## src/rtl/five_scan_ctrl.sv

```systemverilog
// Five-in-a-row scan sequencer: walks the 9-cell window through the last stone in 4 directions.
// Optional FIVE_SCAN_FULL_SCAN_EN: scan every direction and report a per-direction win_mask.

module five_checker (
    input  logic [8:0] my,
    output logic       ret,
    output logic [3:0] coord
);

    // Lowest five-run wins; coord is the index of the run's centre cell (2..6).
    always_comb begin
        ret   = 1'b0;
        coord = 4'd0;
        for (int s = 0; s < 5; s++) begin
            if (!ret && (my[s +: 5] == 5'b11111)) begin
                ret   = 1'b1;
                coord = 4'(s + 2);
            end
        end
    end

endmodule

module five_scan_ctrl #(
    parameter int BOARD_SIZE = 15,
    parameter int ADDR_W     = 8
) (
    input  logic              clk,
    input  logic              rst,
    input  logic              start,
    input  logic [3:0]        row,
    input  logic [3:0]        col,
    input  logic [1:0]        player,
    output logic              rd_en,
    output logic [ADDR_W-1:0] rd_addr,
    input  logic [1:0]        rd_data,
    output logic              busy,
    output logic              done,
    output logic              win,
    output logic [1:0]        win_dir,
    output logic [3:0]        win_coord
`ifdef FIVE_SCAN_FULL_SCAN_EN
    ,
    output logic [3:0]        win_mask
`endif
);

    typedef enum logic [2:0] {
        S_IDLE,
        S_READ,
        S_WAIT,
        S_EVAL,
        S_DONE
    } state_t;

    localparam logic signed [6:0] BS = 7'(BOARD_SIZE);

    state_t            state;
    state_t            next_state;
    logic [3:0]        scan_row;
    logic [3:0]        scan_col;
    logic [1:0]        scan_player;
    logic [1:0]        d;
    logic [3:0]        k;
    logic [8:0]        my;
    logic              tag_live;
    logic              tag_valid;
    logic [3:0]        tag_k;
    logic              out_of_range;
    logic signed [6:0] offset;
    logic signed [6:0] r_pos;
    logic signed [6:0] c_pos;
    logic              in_bounds;
    logic [ADDR_W-1:0] cell_addr;
    logic              hit;
    logic [3:0]        hit_coord;
    logic              last_eval;

    five_checker u_checker (
        .my    (my),
        .ret   (hit),
        .coord (hit_coord)
    );

    assign out_of_range = (32'(row) >= BOARD_SIZE) || (32'(col) >= BOARD_SIZE);

    // Window cell k sits at offset k-4 from the placed stone along direction d.
    assign offset = $signed({3'b000, k}) - 7'sd4;
    assign r_pos  = $signed({3'b000, scan_row}) + ((d != 2'd0) ? offset : 7'sd0);

    always_comb begin
        c_pos = $signed({3'b000, scan_col});
        case (d)
            2'd0, 2'd2: c_pos = $signed({3'b000, scan_col}) + offset;
            2'd3:       c_pos = $signed({3'b000, scan_col}) - offset;
            default:    c_pos = $signed({3'b000, scan_col});
        endcase
    end

    assign in_bounds = (r_pos >= 7'sd0) && (r_pos < BS) && (c_pos >= 7'sd0) && (c_pos < BS);
    assign cell_addr = ADDR_W'(r_pos) * ADDR_W'(BOARD_SIZE) + ADDR_W'(c_pos);

`ifdef FIVE_SCAN_FULL_SCAN_EN
    assign last_eval = (d == 2'd3);
`else
    assign last_eval = hit || (d == 2'd3);
`endif

    always_comb begin
        next_state = state;
        rd_en      = 1'b0;
        rd_addr    = '0;
        busy       = 1'b0;
        done       = 1'b0;
        case (state)
            S_IDLE: begin
                // Bad coordinates go through one empty EVAL so done lands two cycles after start.
                if (start) begin
                    next_state = out_of_range ? S_EVAL : S_READ;
                end
            end
            S_READ: begin
                busy    = 1'b1;
                rd_en   = in_bounds;
                rd_addr = in_bounds ? cell_addr : '0;
                if (k == 4'd8) begin
                    next_state = S_WAIT;
                end
            end
            S_WAIT: begin
                busy       = 1'b1;
                next_state = S_EVAL;
            end
            S_EVAL: begin
                busy       = 1'b1;
                next_state = last_eval ? S_DONE : S_READ;
            end
            S_DONE: begin
                done       = 1'b1;
                next_state = S_IDLE;
            end
            default: next_state = S_IDLE;
        endcase
    end

    always_ff @(posedge clk or posedge rst) begin
        if (rst) begin
            state       <= S_IDLE;
            scan_row    <= '0;
            scan_col    <= '0;
            scan_player <= '0;
            d           <= '0;
            k           <= '0;
            my          <= '0;
            tag_live    <= 1'b0;
            tag_valid   <= 1'b0;
            tag_k       <= '0;
            win         <= 1'b0;
            win_dir     <= '0;
            win_coord   <= '0;
`ifdef FIVE_SCAN_FULL_SCAN_EN
            win_mask    <= '0;
`endif
        end else begin
            state     <= next_state;
            tag_live  <= (state == S_READ);
            tag_valid <= (state == S_READ) && in_bounds;
            tag_k     <= k;
            // RAM data returns one cycle after issue; skipped cells land as 0.
            if (tag_live) begin
                my[tag_k] <= tag_valid && (rd_data == scan_player);
            end
            case (state)
                S_IDLE: begin
                    if (start) begin
                        scan_row    <= row;
                        scan_col    <= col;
                        scan_player <= player;
                        d           <= out_of_range ? 2'd3 : 2'd0;
                        k           <= '0;
                        my          <= '0;
                        win         <= 1'b0;
                        win_dir     <= '0;
                        win_coord   <= '0;
`ifdef FIVE_SCAN_FULL_SCAN_EN
                        win_mask    <= '0;
`endif
                    end
                end
                S_READ: begin
                    k <= k + 4'd1;
                end
                S_EVAL: begin
`ifdef FIVE_SCAN_FULL_SCAN_EN
                    if (hit) begin
                        win_mask[d] <= 1'b1;
                        if (win_mask == 4'd0) begin
                            win_dir   <= d;
                            win_coord <= hit_coord;
                        end
                    end
                    if (d == 2'd3) begin
                        win <= (|win_mask) || hit;
                    end else begin
                        d  <= d + 2'd1;
                        k  <= '0;
                        my <= '0;
                    end
`else
                    if (hit) begin
                        win       <= 1'b1;
                        win_dir   <= d;
                        win_coord <= hit_coord;
                    end else if (d != 2'd3) begin
                        d  <= d + 2'd1;
                        k  <= '0;
                        my <= '0;
                    end
`endif
                end
                default: ;
            endcase
        end
    end

endmodule

```

## config.mk

```make
export PLATFORM = sky130hd
export DESIGN_NAME = five_scan_ctrl
export DESIGN_NICKNAME = d
export VERILOG_FILES = /design/src/rtl/five_scan_ctrl.sv
export SDC_FILE = /design/constraint.sdc
export NUM_CORES = 1
export LEC_CHECK = 0
export BUFFER_PORTS_ARGS = -buffer_cell sky130_fd_sc_hd__buf_2
export CAP_MARGIN = 20
export CORE_ASPECT_RATIO = 1.4
export CORE_MARGIN = 4
export CORE_UTILIZATION = 54
export DETAILED_ROUTE_END_ITERATION = 8
export GPL_TIMING_DRIVEN = 0
export HOLD_SLACK_MARGIN = 0.15
export PLACE_DENSITY = 0.85
export REMOVE_ABC_BUFFERS = 1
export SKIP_CTS_REPAIR_TIMING = 1
export SLEW_MARGIN = 20
export SYNTH_ARGS = -nofsm -noshare
export SYNTH_HDL_FRONTEND = slang
export SYNTH_SLANG_ARGS = --single-unit
export TNS_END_PERCENT = 50
```

## constraint.sdc

```tcl
create_clock -name clk -period 5.4 [get_ports clk]
set_input_delay 0.81 -clock clk [delete_from_list [all_inputs] [get_ports clk]]
set_output_delay 0.81 -clock clk [all_outputs]
set_load 0.02 [all_outputs]
```

==> impl_metrics.csv <==
group,metric,value,unit
floorplan,fp.dieH,101,um
drt,viasPerCell,5.84,
floorplan,dieArea,7500,um^2
setup_path,cp_num_buf_inv,5,
outcome,outcome,"complete, but fails checks",
timing,fin_ws,-549,ps
yosys,async_flop_share,1.00,
floorplan,start_util,0.563,
clock_network,htree_levels,2,
floorplan,core,5900,um^2
finish,fin_util,0.681,
yosys,synth_common_cells,"inv_1, nand2_1, dfrtp_1",
yosys,synth.largest_area_cell,"dfrtp_1",
global_routing,grt_pass1_wl,11.3,mm
global_routing,grt_use_total,0.193,
clock_network,cts_tree,"done",
global_routing,antenna_found_initial,0,
yosys,yosys.area.top_type_share,0.301,
finish,drive_gt1_frac,0.292,
global_routing,overflow,0,
setup_path,cp-startpoint,"d[0]$_DFFE_PP0P_",
drt,first_iter_violations,198,
job,drv_cap,0,
timing,rsz0062_at_grt,"yes",
global_routing,grt_pass1_vias,2591,
finish,fin_nets,476,
timing,worst_slew_pin_slew,663,ps
finish,area_delta_synth_final,20.9,%
finish,n_fill_cell,405,
drt,num_vias,2811,
setup_path,end_kind,"primary output",
clock_network,cts_buffer_depth,2,
placed_design,dpl.hpwl,5.42,mm
timing,setup_violations,5,
timing,finalCritPeriodShare,1.10,
setup_path,r2r-start,"d[0]$_DFFE_PP0P_",
yosys,syn_area_per_cell,9.32,um^2
yosys,synth-warning-count,0,
clock_network,clkTransAtPathRegs,70,ps
drt,drt-pass1-iter-count,4,
yosys,syn-cell-area,3330,um^2
timing,fmax,168,MHz
timing,slew_violations,0,
setup_path,critPathMaxFanout,5,
drt,drt-total-wl,8.16,mm
placed_design,portBuffers,31,
worst_hold_path,hp-class,"primary input to asynchronous set/reset pin",
placed_design,gp_congestion,0.852,
timing,slew_headroom,0.558,
global_routing,grt_max_degree,31,
yosys,ys.flop_type,"dfrtp_1",
timing,period_minus_slack,5950,ps
drt,postRouteAntennaNets,0,
clock_network,cts_num_sinks,40,
setup_path,rr_endpoint,"tag_valid$_DFF_PP0_",
drt,routedWlPerCell,17.0,um
yosys,synthCells,357,
drt,drcViolationCount,0,
setup_path,worst_path_largest_cell_delay,540,ps
floorplan,num_rows,33,
timing,hold_viol_final,0,
setup_path,slowest_stage,"fa_1",
setup_path,required,4590,ps
setup_path,r2r_slack,1920,ps
setup_path,reg2regPathDepth,16,
setup_path,critPathKind,"flop to primary output",
clock_network,clock_latency,300,ps
setup_path,path_cells,"inv_2 -> ha_4 -> or2b_1 -> inv_1 -> ha_1 -> a21o_1 -> a21oi_2 -> nor2b_1 -> nor3_4 -> fa_1 -> fa_1 -> inv_1 -> fa_1 -> inv_1 -> ha_4 -> nand2_1 -> o21ai_2 -> xnor2_1 -> nor4_1 -> buf_2",
setup_path,worstSetupStartpointType,"flop",
setup_path,cp_top_family,"adder cells",
setup_path,cp_data_arrival_time,5140,ps
finish,antenna_cells,0,
yosys,synth-edff-count,0,
clock_network,cts_buffers,5,
yosys,ys_ff_latch,40,
yosys,synth.distinct_cells,56,
timing,finalClockSkew,4.26,ps
outcome,violations,"setup timing",
yosys,yosysSeqAreaShare,0.301,
floorplan,io_pins,33,
yosys,synth_area_leaders,"dfrtp_1, ha_1, fa_1, inv_1, nand2_1",
clock_network,cts_root_buf,"clkbuf_8",
timing,tns,-1570,ps
floorplan,dieWidth,74.3,um
==> logic make-up after synthesis <==
family,share of synthesized area
simple gates,0.208
compound gates,0.116
buf+inv,0.0658
fa+ha+maj,0.224
flops,0.301
xor+xnor,0.0497
mux,0.0339
other cells,0.00113
==> cells in the final DEF, fill, tap and decap left out, types with 14 or more instances in the layout <==
cell type and instances:
buf_4 23, buf_2 32, fa_1 14, inv_1 32
nor2_1 21, ha_1 26, dfrtp_1 37, o21ai_0 14
nand2_1 42
==> how the worst max path moves through the flow <==
| stage | cells past startpoint | to |
|---|---|---|
| finish | 20 | rd_addr[7] |
| global route | 20 | rd_addr[7] |
| CTS | 21 | rd_addr[7] |
| detailed placement | 21 | rd_addr[7] |
| global placement | 21 | rd_addr[6] |
| floorplan | 20 | rd_addr[6] |
==> through the flow <==
step | setup WS [ps] | hold WS, ps | instances | instance area (um^2)
finish | -549 | 438 | 481 | 4020
global route | -722 | 448 | 481 | 4020
CTS | -975 | 430 | 457 | 3620
detailed placement | -658 | 414 | 450 | 3540
global placement | -531 | 411 | 448 | 3510
floorplan | -482 | 378 | 347 | 3260
==> sequential cells by signal (all words and copies together), names as in the netlist <==
name / flops
d: 2
k: 4
my: 9
scan_col: 4
scan_player: 2
scan_row: 4
state: 3
tag_k: 4
tag_live: 1
tag_valid: 1
win: 1
win_coord: 3
win_dir: 2
==> layout make-up <==
cell class	count	area, um^2	share of cell area
flip-flops and latches	40	1000	0.250
inverters	42	163	0.0404
repair buffers	57	364	0.0905
well taps	70	87.6	0.0218
clock inverters	1	5.00	0.00124
multi-input cells	265	2320	0.578
clock buffers	6	72.6	0.0180
==> layer usage <==
metal / global-route usage / wire [um] / vias up
met5: 0 / 0 / -
met4: 0.0712 / 330 / 0
met3: 0.0190 / 330 / 27
met2: 0.374 / 4440 / 86
met1: 0.210 / 3060 / 1382
li1: - / - / 1316
Power is left out: the tool's default activity adds up to more than one toggle a clock period on the data nets, which glitch-free logic cannot reach.
